==> config.mk <==
export PLATFORM = sky130hd
export DESIGN_NAME = prog_mem
export DESIGN_NICKNAME = d
export VERILOG_FILES = /design/src/rtl/prog_mem.sv
export SDC_FILE = /design/constraint.sdc
export NUM_CORES = 1
export LEC_CHECK = 0
export ABC_AREA = 1
export CAP_MARGIN = 20
export CORE_AREA = 10 10 124 115
export DETAILED_ROUTE_END_ITERATION = 8
export DIE_AREA = 0 0 134 125
export PLACE_DENSITY_LB_ADDON = 0.05
export SYNTH_ARGS = -nofsm -noshare
export SYNTH_HDL_FRONTEND = slang
export SYNTH_SLANG_ARGS = --single-unit
==> constraint.sdc <==
create_clock -name clock -period 1.9 [get_ports clock]
set_input_delay 0.38 -clock clock [delete_from_list [all_inputs] [get_ports clock]]
set_output_delay 0.38 -clock clock [all_outputs]
set_load 0.02 [all_outputs]
==> src/rtl/prog_mem.sv <==
// Program memory for a small CPU core: 16 x 8 image written by a byte-serial loader, read
// combinationally by the core. Optional trailing checksum byte when PROG_MEM_CHECKSUM_EN is defined.
module prog_mem #(
  parameter logic [7:0] FILL = 8'h00
) (
  input  logic       clock,
  input  logic       reset,
  input  logic [3:0] cpu_addr,
  output logic [7:0] cpu_data,
  output logic       cpu_run,
  input  logic       ld_start,
  input  logic       ld_valid,
  input  logic [7:0] ld_data,
  output logic       ld_ready,
  output logic       ld_busy,
  output logic       ld_error
);

  localparam int unsigned DEPTH = 16;
  localparam int unsigned AW    = 4;
  localparam int unsigned DW    = 8;
  localparam int unsigned LW    = 5;

`ifdef PROG_MEM_CHECKSUM_EN
  typedef enum logic [2:0] {S_IDLE, S_LEN, S_DATA, S_CHECK, S_RUN, S_ERROR} state_t;
`else
  typedef enum logic [2:0] {S_IDLE, S_LEN, S_DATA, S_RUN, S_ERROR} state_t;
`endif

  state_t        state_q, state_d;
  logic [DW-1:0] mem_q [DEPTH];
  logic [DW-1:0] mem_d [DEPTH];
  logic [AW-1:0] wr_ptr_q, wr_ptr_d;
  logic [LW-1:0] len_q, len_d;
  logic          cpu_run_q, cpu_run_d;
  logic          ld_ready_q, ld_ready_d;
  logic          ld_busy_q, ld_busy_d;
  logic          ld_error_q, ld_error_d;
  logic          xfer;
`ifdef PROG_MEM_CHECKSUM_EN
  logic [DW-1:0] sum_q, sum_d;
`endif

  assign xfer = ld_valid && ld_ready_q;

  // Next-state, memory write and registered-output decode
  always_comb begin
    state_d  = state_q;
    mem_d    = mem_q;
    wr_ptr_d = wr_ptr_q;
    len_d    = len_q;
`ifdef PROG_MEM_CHECKSUM_EN
    sum_d    = sum_q;
`endif
    case (state_q)
      S_IDLE, S_RUN, S_ERROR: begin
        if (ld_start) begin
          state_d  = S_LEN;
          wr_ptr_d = '0;
          for (int i = 0; i < int'(DEPTH); i++) mem_d[i] = FILL;
`ifdef PROG_MEM_CHECKSUM_EN
          sum_d    = '0;
`endif
        end
      end
      S_LEN: begin
        if (xfer) begin
          len_d = LW'(ld_data);
`ifdef PROG_MEM_CHECKSUM_EN
          sum_d = sum_q + ld_data;
`endif
          if ((ld_data != '0) && (ld_data <= DW'(DEPTH))) state_d = S_DATA;
          else                                              state_d = S_ERROR;
        end
      end
      S_DATA: begin
        if (xfer) begin
          mem_d[wr_ptr_q] = ld_data;
          wr_ptr_d        = wr_ptr_q + AW'(1);
`ifdef PROG_MEM_CHECKSUM_EN
          sum_d           = sum_q + ld_data;
          if ((LW'(wr_ptr_q) + LW'(1)) == len_q) state_d = S_CHECK;
`else
          if ((LW'(wr_ptr_q) + LW'(1)) == len_q) state_d = S_RUN;
`endif
        end
      end
`ifdef PROG_MEM_CHECKSUM_EN
      // Image stays in memory on a bad checksum; cpu_run=0 hides it from the core
      S_CHECK: begin
        if (xfer) state_d = ((sum_q + ld_data) == '0) ? S_RUN : S_ERROR;
      end
`endif
      default: state_d = S_IDLE;
    endcase

    cpu_run_d  = (state_d == S_RUN);
    ld_error_d = (state_d == S_ERROR);
`ifdef PROG_MEM_CHECKSUM_EN
    ld_busy_d  = (state_d == S_LEN) || (state_d == S_DATA) || (state_d == S_CHECK);
`else
    ld_busy_d  = (state_d == S_LEN) || (state_d == S_DATA);
`endif
    ld_ready_d = ld_busy_d;
  end

  always_ff @(posedge clock) begin
    if (!reset) begin
      state_q    <= S_IDLE;
      wr_ptr_q   <= '0;
      len_q      <= '0;
      cpu_run_q  <= 1'b0;
      ld_ready_q <= 1'b0;
      ld_busy_q  <= 1'b0;
      ld_error_q <= 1'b0;
      for (int i = 0; i < int'(DEPTH); i++) mem_q[i] <= FILL;
`ifdef PROG_MEM_CHECKSUM_EN
      sum_q      <= '0;
`endif
    end else begin
      state_q    <= state_d;
      wr_ptr_q   <= wr_ptr_d;
      len_q      <= len_d;
      cpu_run_q  <= cpu_run_d;
      ld_ready_q <= ld_ready_d;
      ld_busy_q  <= ld_busy_d;
      ld_error_q <= ld_error_d;
      for (int i = 0; i < int'(DEPTH); i++) mem_q[i] <= mem_d[i];
`ifdef PROG_MEM_CHECKSUM_EN
      sum_q      <= sum_d;
`endif
    end
  end

  assign cpu_data = cpu_run_q ? mem_q[cpu_addr] : FILL;
  assign cpu_run  = cpu_run_q;
  assign ld_ready = ld_ready_q;
  assign ld_busy  = ld_busy_q;
  assign ld_error = ld_error_q;

endmodule

==> impl_results.md <==
- Synthesized-area fraction occupied by adder cells: 0.718%
- Synthesized flop and latch total: 143
- Critical-path cell list: o21ai_0 -> o211ai_1 -> nand3_1 -> a21oi_2 -> buf_6
- Share of cells above drive strength 1: 16.0%
- Final WS setup: -0.170 ns
- Pint: 5.48 mW
- Syn Inst Count: 981
- Residual DRC: 0
- Routed length per instance: 18.9 um
- Max cap viols: 0
- Placer Congestion: 0.873
- CTS sink count: 143
- CTS Buf Count: 17
- Clk slew on worst S/H paths: 0.06 ns
- Syn Area/Cell: 7.11 um^2
- Worst-Skew Late Latency: 0.44 ns
- RSZ-0062 raised after global routing: true
- Pleak: 3.00 nW
- Post-synthesis simple-gate area fraction: 28.8%
- Min Tclk post-route: 2.07 ns
- Clk Tree Root Cell: clkbuf_16
- Layout Nets: 1041
- Failing checks: setup timing
- Initial antenna violation count: 0
- Post-Layout Inst Area: 8560 um^2
- Vias in the first global route: 6757
- Worst path max stage delay: 0.33 ns
- CP required: 1.52 ns
- Final hold vios: 0
- Worst setup path category: flop to primary output
- Most frequent cells in the layout: 167 x nand2_1, 153 x nand3_1, 143 x a21oi_1
- Footprint of the multi-input gates: 3690 um^2
- I/O Buffers: 27
- Switching Fraction: 25.5%
- Post-synth top area cell: dfxtp_1
- First-pass iteration count of the detailed router: 6
- Synth cell types: 28
- CP Launch Type: flop
- Die W: 134 um
- Least-Margin Pin Slew: 0.490 ns
- Max-slew violation total from the final report: 0
- CTS HTree Levels: 4
- DP Area: 7730 um^2
- YS warnings: 0
- First-pass GRT wire length: 35.9 mm
- Clock Path Buffers: 2
- Hold WC Path Type: flop to flop
- Commonest non-fill, non-tap cell in the layout: nand2_1
- Worst slack, placed: -1.03 ns
- Slew headroom: 67.3%
- Reg area: 2880 um^2
- GRT Total Usage: 26.6%
- Compound-gate portion of the synthesized area: 21.8%
- Final setup viols: 8
- Sw Pwr: 1.88 mW
- CTS Hold Bufs: 0
- Critical-path cell with the highest stage delay: dfxtp_1
- Crit end category: primary output
- Period utilization: 109%
- Filler Cells Inserted: 965
- Vias: 7372
- Largest family of logic cells by synthesized area: simple AND/OR/NAND/NOR gates
- Syn Std Cell Area: 6970 um^2
- Starting DRT DRC Count: 1107
- DIE HEIGHT: 125 um
- XOR/XNOR Fraction of Synth Area: 0.251%
- Overflow after GRT: 0
- Clk_skew: 0.00724 ns
- Status: complete, but fails checks
- Maximum vdd drop: 0.731 mV
- Die area: 16800 um^2
- Core area: 11700 um^2
- Comb power frac: 12.4%
- Critical Path Fanout Max: 2
- Multiplexer share of the synthesized area: 0%
- Sequential share of power: 41.2%
- Fmax: 483 MHz
- Synth Net Count: 1001
- Final setup TNS: -0.886 ns
- Detail Route Antenna Nets: 0
- # IOs: 28
- CTS tree: yes
- Area Growth Syn to Fin: 22.8%
- Final WL: 22.5 mm
- Diodes inserted: 0
- DR vias/cell: 6.18
- # rows: 38
- Seq/Total Area, Yosys: 41.1%
- Total power draw: 7.36 mW
- PD cells: 860 nW/um^2
- Synth top area share: 41.1%
- HPWL after detailed placement: 14.4 mm
- Pin count of the biggest net entering global routing: 50
- Initial core utilization: 59.4%
- Clock power share: 46.3%
- Worst EP arrival: 1.69 ns
- Main area contributors after synthesis: dfxtp_1 41%, nand3_1 11%, a21oi_1 11%
## cells by family after synthesis
logic type | count (synthesis)
AO/OA/AOI/OAI | 270
XOR/XNOR | 2
adder cells (fa/ha/maj) | 4
buffers and inverters | 103
flip-flops | 143
AND/OR/NAND/NOR | 459
## sequential cells by signal, indices dropped and copies added (netlist names)
register,cells
cpu_run,1
ld_busy,1
ld_error,1
len_q,5
mem_q,128
state_q,3
wr_ptr_q,4
## synth_stat cells (all sizes together)
| cell | number |
|---|---|
| a21oi | 151 |
| buf | 33 |
| clkbuf | 34 |
| dfxtp | 143 |
| ha | 4 |
| inv | 36 |
| nand2 | 170 |
| nand3 | 154 |
| nand3b | 1 |
| nand4 | 4 |
| nor2 | 127 |
| nor3 | 3 |
| o211ai | 44 |
| o21ai | 75 |
| xnor2 | 1 |
| xor2 | 1 |
## per-stage QoR
step / utilization, % / hold slack, ns / std cells
after detailed placement: 65.8 / 0.449 / 1156
after CTS: 72.2 / 0.458 / 1191
final: 72.9 / 0.457 / 1193
after floorplan: - / 0.438 / 981
after global placement: 65.8 / 0.446 / 1156
after global routing: 72.9 / 0.469 / 1193
## power by group through the flow
stage | Clock [mW] | Combinational, mW | Sequential [mW]
after floorplan | 0 | 0.562 | 3.09
after global placement | 0 | 0.826 | 3.10
after detailed placement | 0 | 0.835 | 3.10
after CTS | 3.42 | 0.877 | 3.03
after global routing | 3.55 | 0.982 | 3.04
final | 3.41 | 0.916 | 3.03
## critical path: cells and delay by family (launching register included)
| family | cells | cell delay (ns) |
|---|---|---|
| DFF | 1 | 0.33 |
| buffers and inverters | 1 | 0.14 |
| and+or+nand+nor | 1 | 0.21 |
| AOI/OAI and AO/OA | 3 | 0.58 |
## layer usage
metal,vias up,track usage [%],part of all wire [%]
met5,-,0,0
met4,0,13.2,4.0
met3,75,6.16,8.4
met2,400,40.9,46
met1,3456,34.3,41
li1,3441,-,-
## cell type report
| cell class | instances | share of cell area [%] |
|---|---|---|
| Multi-Input combinational cell | 735 | 43.1 |
| Sequential cell | 143 | 33.7 |
| Timing Repair Buffer | 88 | 12.1 |
| Clock buffer | 26 | 6.18 |
| Tap cell | 160 | 2.34 |
| Inverter | 36 | 1.78 |
| Clock inverter | 5 | 0.877 |
## what timing repair did
item | CTS | global route
gates cloned | 2 | 0
setup buffers | 2 | 2
pin swaps | 24 | 30
gates resized for setup | 92 | 26
endpoints found under the setup margin | 8 | 102
## final timing paths
path                     from          end  slack [ns]  cells past startpoint
hold / removal      mem_q[70]    mem_q[70]        0.46                      2
setup reg to reg  wr_ptr_q[1]    mem_q[17]        0.11                      7
setup / recovery    mem_q[42]  cpu_data[2]       -0.17                      5
hold reg to reg     mem_q[70]    mem_q[70]        0.46                      2
(Power assumes the default switching activity.)
